$ cat config.mk
export PLATFORM = sky130hd
export DESIGN_NAME = i2c_master_ctrl
export DESIGN_NICKNAME = d
export VERILOG_FILES = /design/src/rtl/i2c_ctrl_pkg.sv /design/src/rtl/i2c_qtick.sv /design/src/rtl/i2c_master_ctrl.sv
export SDC_FILE = /design/constraint.sdc
export NUM_CORES = 1
export LEC_CHECK = 0
export ABC_AREA = 0
export ABC_CLOCK_PERIOD_IN_PS = 5270
export BUFFER_PORTS_ARGS = -buffer_cell sky130_fd_sc_hd__buf_2
export CAP_MARGIN = 30
export CELL_PAD_IN_SITES_DETAIL_PLACEMENT = 1
export CELL_PAD_IN_SITES_GLOBAL_PLACEMENT = 1
export CORE_UTILIZATION = 40
export DETAILED_ROUTE_END_ITERATION = 10
export PLACE_DENSITY_LB_ADDON = 0.1
export SYNTH_ARGS = -nofsm -noshare
export SYNTH_HDL_FRONTEND = slang
export SYNTH_HIERARCHICAL = 1
export SYNTH_SLANG_ARGS = --single-unit
$ cat constraint.sdc
create_clock -name clk -period 5.27 [get_ports clk]
set_input_delay 0.527 -clock clk [delete_from_list [all_inputs] [get_ports clk]]
set_output_delay 0.527 -clock clk [all_outputs]
set_load 0.1 [all_outputs]
$ cat src/rtl/i2c_ctrl_pkg.sv
// Shared types and constants for the I2C byte-level master sequencer.
package i2c_ctrl_pkg;

    // Sequencer states; HOLD keeps SCL low between bytes without a STOP.
    typedef enum logic [2:0] {
        IDLE,
        START,
        BIT,
        ACK,
        STOP,
        HOLD
    } state_e;

    // Quarter-bit phase numbers within every START/BIT/ACK/STOP slot.
    localparam logic [1:0] Q0 = 2'd0;
    localparam logic [1:0] Q1 = 2'd1;
    localparam logic [1:0] Q2 = 2'd2;
    localparam logic [1:0] Q3 = 2'd3;

    // 100 MHz / 250 = 400 kHz quarter-bit tick -> 100 kHz SCL.
    localparam int unsigned CLK_DIV_DEF = 250;

endpackage

$ cat src/rtl/i2c_qtick.sv
// Quarter-bit tick divider: counts 0..CLK_DIV-1 while enabled and pulses
// tick for one cycle on the wrap. clr restarts the count from zero.
module i2c_qtick #(
    parameter int unsigned CLK_DIV = 250,
    parameter int unsigned DIV_W   = 16
) (
    input  logic clk,
    input  logic rst_n,
    input  logic en,
    input  logic clr,
    output logic tick
);

    localparam logic [DIV_W-1:0] LAST = DIV_W'(CLK_DIV - 1);

    logic [DIV_W-1:0] cnt_q;

    assign tick = en && !clr && (cnt_q == LAST);

    // Divider counter; a clear wins over counting so the next tick lands
    // exactly CLK_DIV cycles after the clear.
    always_ff @(posedge clk or negedge rst_n) begin
        if (!rst_n) begin
            cnt_q <= '0;
        end else if (clr) begin
            cnt_q <= '0;
        end else if (en) begin
            cnt_q <= (cnt_q == LAST) ? '0 : cnt_q + 1'b1;
        end
    end

endmodule

$ cat src/rtl/i2c_master_ctrl.sv
// Byte-level I2C master sequencer: START / 8 data bits / ACK / STOP driven
// as open-drain enables on a four-phase-per-bit schedule.
// Optional build macro I2C_MASTER_CTRL_CLK_STRETCH_EN: wait for SCL to read
// high after every release before continuing (slave clock stretching).
module i2c_master_ctrl
    import i2c_ctrl_pkg::*;
#(
    parameter int unsigned CLK_DIV = CLK_DIV_DEF,
    parameter int unsigned DIV_W   = 16
) (
    input  logic       clk,
    input  logic       rst_n,
    input  logic       en,
    input  logic       cmd_valid,
    output logic       cmd_ready,
    input  logic       cmd_start,
    input  logic       cmd_stop,
    input  logic       cmd_read,
    input  logic [7:0] cmd_wdata,
    input  logic       cmd_mack,
    output logic       rsp_valid,
    output logic [7:0] rsp_rdata,
    output logic       rsp_nack,
    output logic       busy,
    output logic       scl_oe,
    output logic       sda_oe,
    input  logic       scl_i,
    input  logic       sda_i
);

    state_e     state_q, state_d;
    logic [1:0] phase_q, phase_d;
    logic [2:0] bit_q,   bit_d;
    logic       scl_oe_q, scl_oe_d;
    logic       sda_oe_q, sda_oe_d;
    logic [7:0] shift_q, shift_d;
    logic [7:0] rdata_q, rdata_d;
    logic       nack_q,  nack_d;
    logic       rvld_q,  rvld_d;
    logic       stop_q,  stop_d;
    logic       read_q,  read_d;
    logic       mack_q,  mack_d;
    logic [7:0] wdata_q, wdata_d;
    logic       init_q;
    logic       accept;
    logic       tick;
    logic       tick_fsm;
    logic       div_clr;
    logic       parked;

    assign parked    = (state_q == IDLE) || (state_q == HOLD);
    assign cmd_ready = init_q && parked && !rvld_q;
    assign accept    = cmd_valid && cmd_ready;
    assign busy      = !parked;
    assign scl_oe    = scl_oe_q;
    assign sda_oe    = sda_oe_q;
    assign rsp_valid = rvld_q;
    assign rsp_rdata = rdata_q;
    assign rsp_nack  = nack_q;

`ifdef I2C_MASTER_CTRL_CLK_STRETCH_EN
    logic str_q, str_d;
    // While waiting for the slave to release SCL the divider is held at zero,
    // so timing restarts from the moment the release is seen.
    assign tick_fsm = tick && !str_q;
    assign div_clr  = accept || str_q;
`else
    logic unused_scl;
    assign unused_scl = scl_i;
    assign tick_fsm   = tick;
    assign div_clr    = accept;
`endif

    i2c_qtick #(
        .CLK_DIV (CLK_DIV),
        .DIV_W   (DIV_W)
    ) u_qtick (
        .clk   (clk),
        .rst_n (rst_n),
        .en    (en),
        .clr   (div_clr),
        .tick  (tick)
    );

    // Next-state and output-register logic: command capture on accept,
    // otherwise one phase action per quarter-bit tick.
    always_comb begin
        state_d  = state_q;
        phase_d  = phase_q;
        bit_d    = bit_q;
        scl_oe_d = scl_oe_q;
        sda_oe_d = sda_oe_q;
        shift_d  = shift_q;
        rdata_d  = rdata_q;
        nack_d   = nack_q;
        rvld_d   = 1'b0;
        stop_d   = stop_q;
        read_d   = read_q;
        mack_d   = mack_q;
        wdata_d  = wdata_q;
`ifdef I2C_MASTER_CTRL_CLK_STRETCH_EN
        str_d    = str_q && !scl_i;
`endif
        if (accept) begin
            stop_d  = cmd_stop;
            read_d  = cmd_read;
            mack_d  = cmd_mack;
            wdata_d = cmd_wdata;
            phase_d = Q0;
            bit_d   = 3'd7;
            // A byte never goes out on a free bus without a START first.
            state_d = (cmd_start || state_q == IDLE) ? START : BIT;
        end else if (tick_fsm) begin
            phase_d = phase_q + 2'd1;
`ifdef I2C_MASTER_CTRL_CLK_STRETCH_EN
            if (phase_q == Q1 && !parked) str_d = 1'b1;
`endif
            case (state_q)
                START: begin
                    case (phase_q)
                        Q0: sda_oe_d = 1'b0;
                        Q1: scl_oe_d = 1'b0;
                        Q2: sda_oe_d = 1'b1;
                        default: begin
                            scl_oe_d = 1'b1;
                            bit_d    = 3'd7;
                            state_d  = BIT;
                        end
                    endcase
                end
                BIT: begin
                    case (phase_q)
                        Q0: sda_oe_d = read_q ? 1'b0 : ~wdata_q[bit_q];
                        Q1: scl_oe_d = 1'b0;
                        Q2: if (read_q) shift_d = {shift_q[6:0], sda_i};
                        default: begin
                            scl_oe_d = 1'b1;
                            if (bit_q == 3'd0) state_d = ACK;
                            else               bit_d   = bit_q - 3'd1;
                        end
                    endcase
                end
                ACK: begin
                    case (phase_q)
                        Q0: sda_oe_d = read_q && mack_q;
                        Q1: scl_oe_d = 1'b0;
                        Q2: nack_d   = read_q ? 1'b0 : sda_i;
                        default: begin
                            scl_oe_d = 1'b1;
                            rvld_d   = 1'b1;
                            if (read_q) rdata_d = shift_q;
                            state_d  = stop_q ? STOP : HOLD;
                        end
                    endcase
                end
                STOP: begin
                    case (phase_q)
                        Q0: sda_oe_d = 1'b1;
                        Q1: scl_oe_d = 1'b0;
                        Q2: sda_oe_d = 1'b0;
                        default: state_d = IDLE;
                    endcase
                end
                default: phase_d = phase_q;
            endcase
        end
    end

    // State and output registers; reset releases both lines at once.
    always_ff @(posedge clk or negedge rst_n) begin
        if (!rst_n) begin
            state_q  <= IDLE;
            phase_q  <= Q0;
            bit_q    <= 3'd7;
            scl_oe_q <= 1'b0;
            sda_oe_q <= 1'b0;
            shift_q  <= '0;
            rdata_q  <= '0;
            nack_q   <= 1'b0;
            rvld_q   <= 1'b0;
            stop_q   <= 1'b0;
            read_q   <= 1'b0;
            mack_q   <= 1'b0;
            wdata_q  <= '0;
        end else begin
            state_q  <= state_d;
            phase_q  <= phase_d;
            bit_q    <= bit_d;
            scl_oe_q <= scl_oe_d;
            sda_oe_q <= sda_oe_d;
            shift_q  <= shift_d;
            rdata_q  <= rdata_d;
            nack_q   <= nack_d;
            rvld_q   <= rvld_d;
            stop_q   <= stop_d;
            read_q   <= read_d;
            mack_q   <= mack_d;
            wdata_q  <= wdata_d;
        end
    end

    // cmd_ready stays low on the first cycle after reset.
    always_ff @(posedge clk or negedge rst_n) begin
        if (!rst_n) init_q <= 1'b0;
        else        init_q <= 1'b1;
    end

`ifdef I2C_MASTER_CTRL_CLK_STRETCH_EN
    // Stretch-wait flag: set after SCL is released, cleared once SCL reads high.
    always_ff @(posedge clk or negedge rst_n) begin
        if (!rst_n) str_q <= 1'b0;
        else        str_q <= str_d;
    end
`endif

endmodule

==> results of run 1 <==
-- worst reg2reg max path: cells and delay by family, from the launching register on --
kind | cells | cell delay [ns]
buffers and inverters | 2 | 0.30
and+or+nand+nor | 6 | 2.23
muxes | 1 | 0.39
DFF | 1 | 0.44
adders and majority gates | 1 | 0.14
-- routing by layer --
metal  vias up  global-route usage  routed length (µm)
met5         -                   0                   0
met4         0             0.04399                  35
met3         2             0.02612                 176
met2        36              0.3119                3123
met1      1158              0.2775                3459
li1       1149                   -                   -
-- Yosys cell counts, types with 3 or more instances --
master | count | share of area
or3_1 | 9 | 0.019
and3_1 | 3 | 0.0063
nor3_1 | 3 | 0.0050
mux2i_1 | 5 | 0.017
buf_2 | 5 | 0.0084
or4_1 | 6 | 0.015
ha_1 | 8 | 0.034
o211ai_1 | 3 | 0.0075
mux2_2 | 16 | 0.060
a22oi_1 | 3 | 0.0075
nand2b_1 | 3 | 0.0063
a211oi_1 | 3 | 0.0075
nor4_1 | 4 | 0.0084
a31oi_1 | 16 | 0.034
clkbuf_1 | 6 | 0.0075
inv_1 | 15 | 0.019
nand3_1 | 12 | 0.020
nor2_1 | 8 | 0.010
a21o_1 | 3 | 0.0075
nand4_1 | 7 | 0.015
dfstp_2 | 3 | 0.026
dfrtp_1 | 53 | 0.44
nor2b_1 | 3 | 0.0063
nand2_1 | 45 | 0.057
o21ai_0 | 14 | 0.023
o21ai_1 | 3 | 0.0050
a21oi_1 | 5 | 0.0084
-- cell families (layout without fill, tap and decap cells) --
family / count (synthesis) / count (layout) / share of synthesized area
AND/OR/NAND/NOR: 117 / 117 / 0.2067
AO/OA/AOI/OAI: 63 / 63 / 0.1384
flip-flops: 56 / 56 / 0.4709
buffers and inverters: 33 / 58 / 0.05198
multiplexers: 23 / 23 / 0.08847
adder cells (fa/ha/maj): 8 / 8 / 0.03354
XOR/XNOR: 3 / 3 / 0.008807
other: 1 / 1 / 0.001257
-- final cells by class --
class,count,area (µm²)
Multi-Input combinational cell,215,1424
Clock buffer,5,68.82
Timing Repair Buffer,34,180.2
Sequential cell,56,1405
Inverter,16,61.31
Clock inverter,3,27.53
Fill cell,862,3924
Tap cell,99,123.9
-- flip-flops by register name (all words and copies together) (netlist names) --
name           flops
u_qtick/cnt_q     16
rsp_rdata          8
shift_q            8
wdata_q            8
bit_q              3
state_q            3
phase_q            2
init_q             1
mack_q             1
read_q             1
rsp_nack           1
rsp_valid          1
scl_oe             1
sda_oe             1
stop_q             1
-- per-stage QoR --
stage	utilization	worst slack, ns	instance area [µm²]	cells
6_report	0.4561	1.652	3291	428
2_1_floorplan	-	1.219	2984	304
3_3_place_gp	0.4428	1.769	3194	420
4_1_cts	0.4561	1.679	3291	428
5_1_grt	0.4561	1.388	3291	428
3_5_place_dp	0.4428	1.721	3194	420
-- worst min-delay path by stage --
stage | endpoint | slack (ns) | depth (start not counted)
floorplan | init_q | 0.23 | 0
global placement | wdata_q[0] | 0.46 | 2
detailed placement | wdata_q[7] | 0.47 | 2
CTS | phase_q[1] | 0.36 | 2
global route | wdata_q[5] | 0.40 | 3
finish | u_qtick/cnt_q[4] | 0.34 | 2
-- power by group --
part           leakage, nW  switching [mW]  internal [mW]
clock               0.0463           0.158         0.0982
sequential           0.744          0.0323          0.448
combinational        0.727          0.0377         0.0290
==> results.py, run 1 <==
metrics = {
    "setup_path": {
        "crit_start": "u_qtick/cnt_q[1]",
        "reg2reg_from": "u_qtick/cnt_q[1]",
        "critical_path_required_ns": 5.48,
        "critical_path_buf_inv_count": 2,
        "r2r_end": "rsp_rdata[4]",
        "ff2ff_path_depth": 10,
        "cp-end-kind": "flop",
        "regToRegSetupSlack_ns": 1.65,
        "path_cells": "inv_1 > ha_1 > nor4b_1 > nand4_1 > nor2_1 > buf_4 > nand2_1 > nor2_1 > and4_1 > mux2_2",
        "arrival_ns": 3.82,
        "endpoint": "rsp_rdata[4]",
        "start_kind": "flop",
        "cpMostUsedCell": "nor2_1",
        "critPathMaxStageDelay_ns": 0.66,
        "critPathKind": "reg -> reg",
        "critPathTopFamily": "simple AND/OR/NAND/NOR gates",
        "path_depth": 10,
        "critPathMaxFanout": 15,
        "slowest_stage": "nand4_1",
    },
    "route": {
        "drtPass1Iterations": 4,
        "num_vias": 2345,
        "routed_via_density": 5.479,
        "ant_nets": 0,
        "drc_errors": 0,
        "dr.first_iter.drc_count": 70,
        "wire_per_inst_um": 15.88,
        "wl_um": 6795,
    },
    "layout": {
        "final_cell_mix": "dfrtp_1, nand2_1, buf_2, a31oi_1, mux2_2",
        "area_delta_synth_final_pct": 10.27,
        "n_antenna_cell": 0,
        "fin_nets": 354,
        "final_common_cell": "dfrtp_1",
        "drive_gt1_frac": 0.2158,
    },
    "floorplanning": {
        "core_area_um2": 7214,
        "die_width_um": 88.37,
        "rows": 31,
        "die_h_um": 88.37,
        "start_util": 0.4136,
        "die_area_um2": 7809,
        "io-pin-count": 32,
    },
    "sta": {
        "fin_worst_skew_ns": 0.01006,
        "max_freq_mhz": 276.4,
        "rsz0062_at_grt": "false",
        "fin_crit_ns": 3.618,
        "worstMarginPinSlew_ns": 1.055,
        "max_slew_margin": 0.2951,
        "drv_slew": 0,
        "fin_crit_sh": 0.6864,
        "setup_tns_ns": 0,
        "setup_viol": 0,
        "final_hold_viol_count": 0,
        "holdWs_ns": 0.3435,
    },
    "synthesis": {
        "synth_edf_count": 0,
        "ys_types": 58,
        "syn_area_um2": 2984,
        "synth_seq_cells": 56,
        "async_flop_share": 1.000,
        "yosysSeqAreaShare": 0.4709,
        "synth_warnings": 6,
        "syn_nets": 330,
        "avgSynthCellArea_um2": 9.816,
        "synth-main-ff-cell": "dfrtp_1",
        "synthCells": 304,
    },
    "clocking": {
        "clkTransAtPathRegs_ns": 0.12,
        "root_buffer": "clkbuf_8",
        "htreeDepth": 2,
        "clock_path_buffers": 2,
        "tritoncts": "done",
        "ctsResizeCount": 0,
        "post-cts-setup-buffers": 0,
        "clock_sink_count": 56,
        "numCtsBuffers": 5,
        "cts_hold_buf": 0,
        "clk_latency_ns": 0.32,
    },
    "placement": {
        "portBuffers": 30,
        "gp_congestion": 0.7856,
        "dpl.hpwl_um": 4717,
    },
    "job": {
        "maxCapViolations": 0,
    },
    "global_route": {
        "grt_pass1_wl_um": 11800,
        "track_usage": 0.1937,
        "antenna_found_initial": 0,
        "grt_max_degree": 57,
        "grt_overflow": 0,
        "grt_pass1_vias": 2386,
    },
    "pwr": {
        "leakagePower_nw": 1.517,
        "total_power_uw": 803.1,
        "p_per_area_nw_per_um2": 244.1,
        "ir_worst_vdd_mv": 0.1305,
    },
    "outcome": {
        "outcome": "complete, no violations",
    },
    "hold_path": {
        "hp-class": "in -> async",
    },
}
Note: power is estimated with default switching activity, not from simulation.
==> run 2, diff against run 1 <==
--- a/config.mk
+++ b/config.mk
@@ -5,8 +5,8 @@
 export SDC_FILE = /design/constraint.sdc
 export NUM_CORES = 1
 export LEC_CHECK = 0
-export ABC_AREA = 0
-export ABC_CLOCK_PERIOD_IN_PS = 5270
+export ABC_AREA = 1
+export ABC_CLOCK_PERIOD_IN_PS = 3500
 export BUFFER_PORTS_ARGS = -buffer_cell sky130_fd_sc_hd__buf_2
 export CAP_MARGIN = 30
 export CELL_PAD_IN_SITES_DETAIL_PLACEMENT = 1
==> constraint.sdc (replaced) <==
create_clock -name clk -period 3.5 [get_ports clk]
set_input_delay 0.35 -clock clk [delete_from_list [all_inputs] [get_ports clk]]
set_output_delay 0.35 -clock clk [all_outputs]
set_load 0.1 [all_outputs]
==> run 2 against run 1 <==
Die area is 4.1% higher. Critical path type unchanged. Utilization is 1.2 points higher. Clock power is 41% higher. Sequential share of layout area is 2.0 points lower. Worst hold slack worse by 0.22 ns. Clock skew is 0.00081 ns lower. Worst setup slack worse by 0.67 ns. Largest cell class unchanged. Global-route usage is 0.10 points higher.
==> results.py, run 2 <==
metrics = {
    "pwr": {
        "seq_power_share": 0.474,
        "p_per_area_nw_per_um2": 550.9,
        "p_sw_frac": 0.4100,
        "pwr-share-comb": 0.337,
        "power_switching_uw": 779.8,
        "p_clk_frac": 0.189,
        "leakagePower_nw": 1.704,
        "ir_worst_vdd_mv": 0.1762,
        "p_int_mw": 1.122,
    },
    "outcome": {
        "outcome": "complete, no violations",
    },
    "synthesis": {
        "avgSynthCellArea_um2": 8.073,
        "syn_area_um2": 3108,
        "synth_common_cells": "nand2_1, dfrtp_1, inv_1, nor2_1",
        "synth_edf_count": 0,
        "ys_types": 37,
        "yosys.area.top_type": "dfrtp_1",
        "synthAdderAreaFrac": 0.03221,
        "async_flop_share": 1.000,
        "synthXorXnorAreaFrac": 0.02254,
        "synthCells": 385,
        "synth_warnings": 6,
        "yosysSeqAreaShare": 0.4521,
        "synth_compound_area_frac": 0.1232,
        "synth-main-ff-cell": "dfrtp_1",
        "post-synth-top-count-cell": "nand2_1",
        "synth_seq_cells": 56,
        "synth_top_area_frac": 0.4267,
        "synthSimpleGateAreaFrac": 0.2862,
        "synth_top_family_by_area": "simple AND/OR/NAND/NOR gates",
        "synthTopCellsByArea": "dfrtp_1, nand2_1, inv_1",
        "syn_nets": 411,
        "synthMuxAreaShare": 0.004831,
    },
    "route": {
        "top_layer": "met4",
        "routed_via_density": 4.894,
        "num_vias": 2545,
        "drc_errors": 0,
        "drtPass1Iterations": 4,
        "wire_per_inst_um": 13.26,
        "dr.first_iter.drc_count": 89,
        "wl_um": 6893,
        "wl_met3_um": 120,
        "ant_nets": 0,
        "wl_met1_um": 3194,
        "route.met2.wl_um": 3496,
    },
    "setup_path": {
        "path_cells": "inv_2 > nand2_4 > nand4_4 > inv_2 > nor2_1 > inv_1 > nor2_1 > buf_4 > nand2_1 > nor2_4 > nand2_4 > mux2_4",
        "critical_path_required_ns": 3.70,
        "critPathTopFamily": "simple AND/OR/NAND/NOR gates",
        "regToRegSetupSlack_ns": 0.99,
        "cp-end-kind": "flop",
        "critPathMaxStageDelay_ns": 0.46,
        "critPathKind": "reg -> reg",
        "critical_path_buf_inv_count": 4,
        "slowest_stage": "dfrtp_1",
        "start_kind": "flop",
        "critPathMaxFanout": 19,
        "arrival_ns": 2.72,
    },
    "global_route": {
        "track_usage": 0.1947,
        "grt_pass1_vias": 2671,
        "grt_overflow": 0,
        "antenna_found_initial": 0,
        "grt_max_degree": 36,
        "grt_pass1_wl_um": 12750,
    },
    "floorplanning": {
        "die_area_um2": 8126,
        "start_util": 0.4217,
        "die_h_um": 90.15,
        "rows": 31,
        "core_area_um2": 7370,
        "die_width_um": 90.15,
        "io-pin-count": 32,
    },
    "clocking": {
        "ctsResizeCount": 0,
        "cts_hold_buf": 0,
        "clock_sink_count": 56,
        "post-cts-setup-buffers": 0,
        "clock_path_buffers": 2,
        "clk_latency_ns": 0.31,
        "numCtsBuffers": 5,
        "tritoncts": "done",
        "clkTransAtPathRegs_ns": 0.11,
        "htreeDepth": 2,
        "root_buffer": "clkbuf_8",
    },
    "placement": {
        "dpl.hpwl_um": 5103,
        "portBuffers": 30,
        "gp_congestion": 0.7998,
    },
    "sta": {
        "worstMarginPinSlew_ns": 0.8290,
        "fin_worst_skew_ns": 0.009252,
        "final_hold_viol_count": 0,
        "fin_crit_ns": 2.513,
        "rsz0062_at_grt": "false",
        "max_slew_margin": 0.4473,
        "drv_slew": 0,
        "max_freq_mhz": 398.0,
        "fin_crit_sh": 0.7179,
        "holdWs_ns": 0.1209,
        "setup_viol": 0,
        "setup_tns_ns": 0,
    },
    "layout": {
        "final_cell_mix": "nand2_1, dfrtp_1, inv_1, buf_2, nor2_1",
        "n_antenna_cell": 0,
        "fin_nets": 446,
        "area_delta_synth_final_pct": 11.07,
        "largest-register": "u_qtick/cnt_q",
        "drive_gt1_frac": 0.1971,
        "final_common_cell": "nand2_1",
        "largest_register_ffs": 16,
    },
    "job": {
        "maxCapViolations": 0,
    },
    "hold_path": {
        "hp-class": "in -> async",
    },
}
-- run 2: cell count changes after synthesis, sizes merged, moves of 9 or more --
cell and delta:
nand3 +12, inv +36, nor2 +26, mux2 -16, or3 -9, nand2 +77
o21ai +29, a31oi -15
-- run 2: cell families after synthesis --
family	after synthesis
AOI/OAI and AO/OA	63
adders and majority gates	8
buffers and inverters	57
muxes	1
xor gates and xnor gates	8
DFF	56
other	1
and+or+nand+nor	191
-- run 2: through the flow --
stage	worst slack (ns)	cell area (µm²)	std cells	util	power, mW
CTS	0.9442	3452	520	0.4684	1.938
global route	0.7383	3452	520	0.4684	2.061
global placement	1.055	3367	512	0.4569	1.539
finish	0.9874	3452	520	0.4684	1.902
floorplan	0.4329	3113	385	-	1.395
detailed placement	0.9632	3367	512	0.4569	1.566
-- run 2: per-layer routing --
metal	vias to the layer above	GRT usage
li1	1292	-
met1	1232	0.2480
met2	15	0.3397
met3	6	0.03384
met4	0	0.05242
met5	-	0
-- run 2: layout make-up --
type	count	area, µm²
Clock buffer	7	76.32
Clock inverter	1	8.758
Fill cell	942	3918
Inverter	51	191.4
Multi-Input combinational cell	272	1466
Sequential cell	56	1405
Tap cell	99	123.9
Timing Repair Buffer	34	180.2
-- run 2: worst paths after layout --
path / from / to / cells after the start
worst max register to register: state_q[2] / rsp_rdata[7] / 12
min in group clk: cmd_wdata[5] / wdata_q[5] / 3
worst min-delay path: rst_n / wdata_q[0] / 1
max in group asynchronous: rst_n / read_q / 2
worst max-delay path: state_q[2] / rsp_rdata[7] / 12
worst min register to register: rsp_rdata[3] / rsp_rdata[3] / 2
-- run 2: power by group through the flow --
stage                     Combinational [mW]  Clock, mW  Sequential (mW)
after floorplan                        0.524          0            0.871
after global placement                 0.632          0            0.907
after detailed placement               0.651          0            0.915
after CTS                              0.656      0.379            0.903
after global routing                   0.739      0.401            0.920
final                                  0.641      0.360            0.901
